`config.mk`:
```
export PLATFORM = sky130hd
export DESIGN_NAME = i2c_slave_read_byte_flat
export DESIGN_NICKNAME = d
export VERILOG_FILES = /design/src/rtl/i2c_slave_read_byte_pkg.sv /design/src/rtl/i2c_slave_read_byte_if.sv /design/src/rtl/i2c_slave_read_byte_scl_edge.sv /design/src/rtl/i2c_slave_read_byte.sv /design/src/flat_wrapper.sv
export SDC_FILE = /design/constraint.sdc
export NUM_CORES = 1
export LEC_CHECK = 0
export CAP_MARGIN = 40
export CORE_MARGIN = 10
export CORE_UTILIZATION = 48
export DETAILED_ROUTE_END_ITERATION = 16
export PLACE_DENSITY = 0.74
export SLEW_MARGIN = 20
export SYNTH_ARGS = -nofsm -noshare
export SYNTH_HDL_FRONTEND = slang
export SYNTH_HIERARCHICAL = 1
export SYNTH_SLANG_ARGS = --single-unit
```
`constraint.sdc`:
```
create_clock -name clk -period 2.1 [get_ports clk]
set_clock_uncertainty 0.2 [all_clocks]
set_input_delay 0.21 -clock clk [delete_from_list [all_inputs] [get_ports clk]]
set_output_delay 0.21 -clock clk [all_outputs]
set_load 0.01 [all_outputs]
```
`src/rtl/i2c_slave_read_byte_pkg.sv`:
```
// Shared definitions for the I2C slave byte receiver.
//   - default byte width and bit-reader timeout
//   - FSM state encoding (3-bit) used by the receiver and visible to its bench
package i2c_slave_read_byte_pkg;

    localparam int DEFAULT_BYTE_WIDTH     = 8;
    localparam int DEFAULT_TIMEOUT_CYCLES = 64;

    typedef enum logic [2:0] {
        ST_IDLE      = 3'd0,
        ST_WAIT_RISE = 3'd1,
        ST_BIT_EN    = 3'd2,
        ST_WAIT_BIT  = 3'd3,
        ST_DONE      = 3'd4,
        ST_ERR       = 3'd5
    } rd_state_t;

endpackage

```
`src/rtl/i2c_slave_read_byte_if.sv`:
```
// Signal bundle between the slave control FSM, the byte receiver and the
// bit-level reader.
//   slave  modport : the byte receiver's view
//   master modport : the surrounding logic (control FSM, bit reader, pads)
// Signals:
//   scl_i            synchronised SCL
//   byte_read_en     one-cycle start request
//   byte_read_o      assembled byte (valid with finish and no error)
//   byte_read_err    one-cycle abort pulse
//   byte_read_finish one-cycle end-of-transfer pulse
//   bit_read_en      one-cycle request to the bit reader
//   bit_read_o       bit returned by the bit reader
//   bit_read_err     bit reader detected SDA change while SCL high
//   bit_read_finish  one-cycle pulse, bit_read_o valid
interface i2c_slave_read_byte_if
    import i2c_slave_read_byte_pkg::*;
#(
    parameter int BYTE_WIDTH = DEFAULT_BYTE_WIDTH
);
    logic                  scl_i;
    logic                  byte_read_en;
    logic [BYTE_WIDTH-1:0] byte_read_o;
    logic                  byte_read_err;
    logic                  byte_read_finish;
    logic                  bit_read_en;
    logic                  bit_read_o;
    logic                  bit_read_err;
    logic                  bit_read_finish;

    modport slave (
        input  scl_i,
        input  byte_read_en,
        output byte_read_o,
        output byte_read_err,
        output byte_read_finish,
        output bit_read_en,
        input  bit_read_o,
        input  bit_read_err,
        input  bit_read_finish
    );

    modport master (
        output scl_i,
        output byte_read_en,
        input  byte_read_o,
        input  byte_read_err,
        input  byte_read_finish,
        input  bit_read_en,
        output bit_read_o,
        output bit_read_err,
        output bit_read_finish
    );
endinterface

```
`src/rtl/i2c_slave_read_byte_scl_edge.sv`:
```
// SCL rising-edge detector.
//   clk       system clock
//   rst       synchronous active-high reset
//   scl_i     synchronised SCL
//   scl_rise  high for one cycle when SCL was low last cycle and is high now
// scl_last resets to 1 so that a line already high out of reset does not
// register as a rising edge.
module i2c_slave_read_byte_scl_edge (
    input  logic clk,
    input  logic rst,
    input  logic scl_i,
    output logic scl_rise
);
    logic scl_last_reg;

    always_ff @(posedge clk) begin
        if (rst) begin
            scl_last_reg <= 1'b1;
        end else begin
            scl_last_reg <= scl_i;
        end
    end

    assign scl_rise = ~scl_last_reg & scl_i;

endmodule

```
`src/rtl/i2c_slave_read_byte.sv`:
```
// I2C slave byte receiver. Requests one bit from the bit reader per SCL
// high phase and packs BYTE_WIDTH bits MSB-first into a parallel byte.
// Parameters:
//   BYTE_WIDTH      bits per transfer (>= 2)
//   TIMEOUT_CYCLES  clk cycles allowed from bit_read_en to bit_read_finish (>= 2)
// Ports:
//   clk  system clock
//   rst  synchronous active-high reset
//   bus  i2c_slave_read_byte_if slave modport (see interface file)
module i2c_slave_read_byte
    import i2c_slave_read_byte_pkg::*;
#(
    parameter int BYTE_WIDTH     = DEFAULT_BYTE_WIDTH,
    parameter int TIMEOUT_CYCLES = DEFAULT_TIMEOUT_CYCLES
) (
    input  logic                  clk,
    input  logic                  rst,
    i2c_slave_read_byte_if.slave  bus
);
    localparam int CNT_W = $clog2(BYTE_WIDTH + 1);
    localparam int TMO_W = $clog2(TIMEOUT_CYCLES);
    localparam logic [CNT_W-1:0] CNT_LAST = CNT_W'(BYTE_WIDTH - 1);
    localparam logic [TMO_W-1:0] TMO_MAX  = TMO_W'(TIMEOUT_CYCLES - 1);

    rd_state_t             state_reg, state_next;
    logic [BYTE_WIDTH-1:0] shreg_reg, shreg_next;
    logic [BYTE_WIDTH-1:0] byte_reg, byte_next;
    logic [CNT_W-1:0]      cnt_reg, cnt_next;
    logic [TMO_W-1:0]      tmo_reg, tmo_next;

    logic                  scl_rise;
    logic [BYTE_WIDTH-1:0] shreg_shifted;
    logic [TMO_W-1:0]      tmo_inc;

    i2c_slave_read_byte_scl_edge u_scl_edge (
        .clk      (clk),
        .rst      (rst),
        .scl_i    (bus.scl_i),
        .scl_rise (scl_rise)
    );

    assign shreg_shifted = {shreg_reg[BYTE_WIDTH-2:0], bus.bit_read_o};
    // Saturating increment: the counter sticks at its limit instead of wrapping.
    assign tmo_inc = (tmo_reg == TMO_MAX) ? tmo_reg : tmo_reg + TMO_W'(1);

    always_ff @(posedge clk) begin
        if (rst) begin
            state_reg <= ST_IDLE;
            shreg_reg <= '0;
            byte_reg  <= '0;
            cnt_reg   <= '0;
            tmo_reg   <= '0;
        end else begin
            state_reg <= state_next;
            shreg_reg <= shreg_next;
            byte_reg  <= byte_next;
            cnt_reg   <= cnt_next;
            tmo_reg   <= tmo_next;
        end
    end

    always_comb begin
        state_next = state_reg;
        shreg_next = shreg_reg;
        byte_next  = byte_reg;
        cnt_next   = cnt_reg;
        tmo_next   = tmo_reg;

        unique case (state_reg)
            ST_IDLE: begin
                tmo_next = '0;
                if (bus.byte_read_en) begin
                    shreg_next = '0;
                    cnt_next   = '0;
                    state_next = ST_WAIT_RISE;
                end
            end

            ST_WAIT_RISE: begin
                if (scl_rise) begin
                    // Counter reads 0 during BIT_EN, so an abort lands exactly
                    // TIMEOUT_CYCLES cycles after the bit_read_en pulse.
                    tmo_next   = '0;
                    state_next = ST_BIT_EN;
                end
            end

            ST_BIT_EN: begin
                tmo_next   = tmo_inc;
                state_next = ST_WAIT_BIT;
            end

            ST_WAIT_BIT: begin
                tmo_next = tmo_inc;
                if (bus.bit_read_err) begin
                    byte_next  = '0;
                    state_next = ST_ERR;
                end else if (bus.bit_read_finish) begin
                    shreg_next = shreg_shifted;
                    cnt_next   = cnt_reg + CNT_W'(1);
                    if (cnt_reg == CNT_LAST) begin
                        // Output register is loaded on the way into DONE so the
                        // byte is already valid during the finish pulse.
                        byte_next  = shreg_shifted;
                        state_next = ST_DONE;
                    end else begin
                        state_next = ST_WAIT_RISE;
                    end
                end else if (tmo_reg == TMO_MAX) begin
                    byte_next  = '0;
                    state_next = ST_ERR;
                end
            end

            ST_DONE: state_next = ST_IDLE;
            ST_ERR:  state_next = ST_IDLE;
            default: state_next = ST_IDLE;
        endcase
    end

    assign bus.bit_read_en      = (state_reg == ST_BIT_EN);
    assign bus.byte_read_finish = (state_reg == ST_DONE) || (state_reg == ST_ERR);
    assign bus.byte_read_err    = (state_reg == ST_ERR);
    assign bus.byte_read_o      = byte_reg;

endmodule
```
`src/flat_wrapper.sv`:
```
// flat-port wrapper written by rule: the top's interface ports become plain ports
module i2c_slave_read_byte_flat import i2c_slave_read_byte_pkg::*;
#(
    parameter int BYTE_WIDTH     = DEFAULT_BYTE_WIDTH,
    parameter int TIMEOUT_CYCLES = DEFAULT_TIMEOUT_CYCLES
)
  (clk, rst, bus_scl_i, bus_byte_read_en, bus_byte_read_o, bus_byte_read_err, bus_byte_read_finish, bus_bit_read_en, bus_bit_read_o, bus_bit_read_err, bus_bit_read_finish);
  i2c_slave_read_byte_if #(.BYTE_WIDTH(BYTE_WIDTH)) bus_i ();
  input  logic clk;
  input  logic rst;
  input wire logic [$bits(bus_i.scl_i)-1:0] bus_scl_i;
  input wire logic [$bits(bus_i.byte_read_en)-1:0] bus_byte_read_en;
  output wire logic [$bits(bus_i.byte_read_o)-1:0] bus_byte_read_o;
  output wire logic [$bits(bus_i.byte_read_err)-1:0] bus_byte_read_err;
  output wire logic [$bits(bus_i.byte_read_finish)-1:0] bus_byte_read_finish;
  output wire logic [$bits(bus_i.bit_read_en)-1:0] bus_bit_read_en;
  input wire logic [$bits(bus_i.bit_read_o)-1:0] bus_bit_read_o;
  input wire logic [$bits(bus_i.bit_read_err)-1:0] bus_bit_read_err;
  input wire logic [$bits(bus_i.bit_read_finish)-1:0] bus_bit_read_finish;
  assign bus_i.scl_i = bus_scl_i;
  assign bus_i.byte_read_en = bus_byte_read_en;
  assign bus_byte_read_o = bus_i.byte_read_o;
  assign bus_byte_read_err = bus_i.byte_read_err;
  assign bus_byte_read_finish = bus_i.byte_read_finish;
  assign bus_bit_read_en = bus_i.bit_read_en;
  assign bus_i.bit_read_o = bus_bit_read_o;
  assign bus_i.bit_read_err = bus_bit_read_err;
  assign bus_i.bit_read_finish = bus_bit_read_finish;
  i2c_slave_read_byte #(.BYTE_WIDTH(BYTE_WIDTH), .TIMEOUT_CYCLES(TIMEOUT_CYCLES)) u_core (.clk(clk), .rst(rst), .bus(bus_i));
endmodule
```
# Word-level counts from Yosys, hierarchy flattened
# Cells that the tools add are included.
# W data, S select, Z words.
# word_totals
ramBits	0
latch_bits	0
memories	0
word_cells	56
reg_bits	29
mem_bits_ro	0
in_bits	7
# op_classes
n_bitwise	2
n_eq_ne	14
order_cmp	0
n_reduce_logical	10
n_div	0
n_shift	0
n_mux	22
n_mul	0
n_addsub	2
# ops
cell	count
$mux W8	4
$mux W7	3
$mux W3	6
$pmux W6 S3	1
$pmux W7 S2	1
$mux W4	3
$mux W6	2
$pmux W3 S4	1
$reduce_and A3 Y1	3
$ne A2 B2 Y1 const B	4
$pmux W4 S2	1
$add A6 B1 Y6 const B	1
$eq A3 B2 Y1 const B	2
$eq A3 B3 Y1 const B	2
$eq A6 B6 Y1 const B	1
$reduce_bool A3 Y1	2
$add A4 B1 Y4 const B	1
$eq A4 B3 Y1 const B	1
$ne A4 B3 Y1 const B	1
$reduce_and A4 Y1	1
$eq A3 B1 Y1 const B	1
$logic_not A3 Y1	1
$ne A3 B2 Y1 const B	1
$ne A2 B1 Y1 const B	1
other kinds (5)	5

# Longest topological paths before layout
# logic_depth
ltp_word	5
depth_mapped	6

# Cells and area by module
# Netlist, hierarchy kept.
# modules_own_cells
module	n_inst	cells_per_inst	seq_area_each_um2	area_per_inst_um2
i2c_slave_read_byte	1	145	560.5	1347.5
i2c_slave_read_byte_scl_edge	1	3	20.0	32.5

# Worst setup path after synthesis
# OpenSTA, ideal clock, no wires.
# synth_timing
kind	register to register
start	register u_core.tmo_reg[0]
end	register u_core.tmo_reg[4]
t_arrival_ps	1738
setup_slack_ps	92
required_time_ps	1830
setup_ps	70
stages_incl_launch_ff	6
n_path_buf	0
period_less_slack_ps	2008
path_cell_list	dfxtp_1 ha_1 and4_4 a311o_1 or4_1 a21oi_1
# synth_between
elab_chain_cells	3
# synth_lines
item	line_no	rtl
start: declaration	i2c_slave_read_byte.sv:29	logic [TMO_W-1:0] tmo_reg, tmo_next;
start signal: assignment	i2c_slave_read_byte.sv:58	tmo_reg <= tmo_next;
$add A6 B1 Y6 or $eq A6 B6 Y1 (tied branches)	i2c_slave_read_byte.sv:44	assign tmo_inc = (tmo_reg == TMO_MAX) ? tmo_reg : tmo_reg + TMO_W'(1);
$mux W6 or $ne A2 B2 Y1 (tied branches)	--	
$pmux W6 S3 or $reduce_and A3 Y1 (tied branches)	--	
# Parallel ways exist; a longest one is shown, timed or not. The select of a mux whose other input is x is not followed.
# A chain may end at the register's enable or synchronous reset.

# Worst setup path after layout
# layout_timing
start	register u_core.tmo_reg[0]
end	register u_core.tmo_reg[5]
# Same word-level chain as after synthesis.

==> impl_metrics.py <==
metrics = {
    "placed_design": {
        "place_congestion": 0.798,
        "hpwl_mm": 2.14,
        "io_buffers": 17,
    },
    "worst_hold_path": {
        "holdPathEnd": "u_core/u_scl_edge/scl_last_reg$_SDFF_PP1_",
        "min_path_type": "primary input to flop",
        "min_path_cells": 2,
        "hold_start": "bus_scl_i",
    },
    "worst_setup_path": {
        "arrival_ns": 2.10,
        "critPathLaunchType": "flop",
        "required_ns": 2.18,
        "endpoint_kind": "flop",
        "path_max_fanout": 5,
        "rr_endpoint": "u_core/tmo_reg[5]$_SDFFE_PP0P_",
        "path_class": "flop to flop",
        "reg2reg_from": "u_core/tmo_reg[0]$_SDFFE_PP0P_",
        "worstRegToRegCells": 5,
        "rrSetupSlack_ns": 0.08,
    },
    "yosys": {
        "ys_seq_area_frac": 0.421,
        "synth.cell_area_um2": 1380,
        "synth.distinct_cells": 42,
        "async_reset_ff_frac": 0,
        "yosysTopAreaCell": "dfxtp_1",
        "synth-main-ff-cell": "dfxtp_1",
        "synth_edf_count": 0,
        "avgSynthCellArea_um2": 9.32,
        "yosys_warnings": 6,
        "syn_inst": 148,
        "synth_top_area_frac": 0.421,
        "ys_ff_latch": 29,
        "synth.area.top_cells": "dfxtp_1 42%, mux2i_1 12%, nor2_1 4.6%",
        "syn_nets": 157,
    },
    "sta": {
        "relSlewSlack": 0.595,
        "period_minus_slack_ns": 2.02,
        "drv_slew": 0,
        "rsz0062_at_grt": "false",
        "setup_viol": 0,
        "max_freq_mhz": 494,
        "fin_crit_sh": 0.963,
        "hold_violations": 0,
        "tightest_slew_ns": 0.603,
    },
    "final_layout": {
        "drive_above_1_share": 0.145,
        "syn_to_final_growth_pct": 19.5,
        "nets": 181,
        "n_fill_cell": 248,
        "antenna_cells": 0,
        "largest_register_ffs": 8,
        "fin_util": 0.598,
    },
    "cts": {
        "post_cts.repair.setup_buffers": 0,
        "htree_levels": 2,
        "cts.sinks": 29,
        "cts-root-buf": "clkbuf_4",
        "cts_tree": "done",
        "cts_made_buffers": 5,
        "cts_hold_buf": 0,
        "clkSlewWorstSetupHoldPaths_ns": 0.10,
        "clockBufferDepth": 2,
        "clock_latency_ns": 0.33,
    },
    "floorplanning": {
        "ios": 18,
        "start_util": 0.500,
        "fp.dieW_um": 73.6,
        "die_h_um": 73.6,
        "rows": 19,
        "design.core.area_um2": 2760,
        "dieArea_um2": 5420,
    },
    "global_route": {
        "grt_use_met1": 0.133,
        "use_met3": 0.0686,
        "antenna_found_initial": 0,
        "overflow": 0,
        "grt_busiest_layer": "met2",
        "grt_pass1_vias": 1132,
        "grt_pass1_wl_mm": 5.04,
        "grt_use_total": 0.117,
        "grt_max_degree": 12,
        "use_met2": 0.171,
    },
    "detailed_routing": {
        "drtIter0Drc": 121,
        "routedWlPerCell_um": 14.4,
        "firstDrtPassIters": 4,
        "ant_nets": 0,
        "avgViaCountPerCell": 5.51,
        "vias": 1124,
        "drt-total-wl_mm": 2.93,
        "drc": 0,
    },
    "power": {
        "power_mw": 1.13,
        "p_leak_nw": 0.585,
        "peakVddDrop_mv": 0.465,
        "powerDensity_nw_per_um2": 687,
    },
    "status": {
        "status": "finished, final reports clean",
    },
    "run": {
        "cap_viol_max_count": 0,
    },
}
-- per-layer routing --
layer / wire length, um / vias up
li1: - / 570
met2: 1310 / 31
met3: 277 / 2
met1: 1320 / 521
met4: 23 / 0
met5: 0 / -
-- layout make-up --
cell class / count / area, um2 / share of cell area
clock buffer: 5 / 37.5 / 0.0228
clock inverter: 3 / 17.5 / 0.0106
inverter: 1 / 3.75 / 0.00228
multi-input combinational: 111 / 742 / 0.450
sequential: 29 / 588 / 0.357
tap: 31 / 38.8 / 0.0235
timing repair buffer: 24 / 221 / 0.134
-- report_power, final --
part           switching, mW  internal, mW
Clock                  0.210         0.126
Combinational          0.109         0.101
Sequential            0.0204         0.567
Total                  0.340         0.794
-- critical path, cell delays in order (launching register included) --
cell and delay [ns]:
dfxtp_1 0.36, ha_2 0.22, and4_4 0.20, a311o_1 0.36, or4_1 0.50, a21oi_2 0.13
-- layout by cell type (no fill, tap or decap), types with 2 or more instances in the layout --
cell type / n
and2_1: 2
clkdlybuf4s50_1: 16
clkbuf_4: 5
nand2b_1: 10
mux2i_1: 16
or4_1: 2
nand3_1: 4
clkinv_2: 2
a211oi_1: 2
buf_4: 7
a21oi_2: 2
dfxtp_1: 27
nor2b_1: 4
dfxtp_4: 2
nor2_1: 17
o21ai_0: 4
xnor2_1: 2
nand4b_1: 4
nand2_1: 12
a21oi_1: 8
-- kinds of logic after synthesis --
family,count (synthesis),share of synthesized area
AND/OR/NAND/NOR,65,0.260
AO/OA/AOI/OAI,25,0.120
multiplexers,16,0.116
XOR/XNOR,3,0.0190
flip-flops,29,0.421
adder cells (fa/ha/maj),2,0.0181
buffers and inverters,8,0.0462
-- worst max path at each step --
stage | startpoint | end | cells past startpoint
2_1_floorplan | u_core/tmo_reg[0]$_SDFFE_PP0P_ | u_core/tmo_reg[4]$_SDFFE_PP0P_ | 5
3_3_place_gp | bus_scl_i | u_core/tmo_reg[4]$_SDFFE_PP0P_ | 6
3_5_place_dp | bus_scl_i | u_core/tmo_reg[5]$_SDFFE_PP0P_ | 6
4_1_cts | u_core/tmo_reg[0]$_SDFFE_PP0P_ | u_core/tmo_reg[5]$_SDFFE_PP0P_ | 5
5_1_grt | u_core/tmo_reg[0]$_SDFFE_PP0P_ | u_core/tmo_reg[4]$_SDFFE_PP0P_ | 5
6_report | u_core/tmo_reg[0]$_SDFFE_PP0P_ | u_core/tmo_reg[5]$_SDFFE_PP0P_ | 5
-- stage by stage --
| stage | setup TNS [ns] | instance area [um2] | hold slack, ns | worst slack [ns] | instances |
|---|---|---|---|---|---|
| 6_report | 0 | 1650 | 0.252 | 0.0775 | 204 |
| 5_1_grt | 0 | 1650 | 0.268 | 0.00223 | 204 |
| 4_1_cts | 0 | 1640 | 0.250 | 0.0274 | 204 |
| 3_5_place_dp | -0.444 | 1580 | 0.253 | -0.109 | 196 |
| 3_3_place_gp | -0.145 | 1580 | 0.248 | -0.0574 | 196 |
| 2_1_floorplan | 0 | 1380 | 0.107 | 0.0918 | 148 |
-- repair_timing --
action,4_1_cts,5_1_grt
gates resized for setup,5,2
endpoints found under the hold margin,0,0
setup endpoints to repair,3,3
pin swaps,0,1
-- synthesized netlist by cell type (2+ instances only) --
cell / count
and2_1: 2
nor2b_1: 4
nand4b_1: 4
nand2b_1: 10
ha_1: 2
xnor2_1: 2
dfxtp_1: 29
nor2_1: 17
a21oi_1: 9
o21ai_0: 4
or4_1: 2
nand3_1: 4
nand2_1: 12
clkbuf_1: 2
a211oi_1: 2
mux2i_1: 16
buf_6: 2
Power figures use the tool's default switching activity.
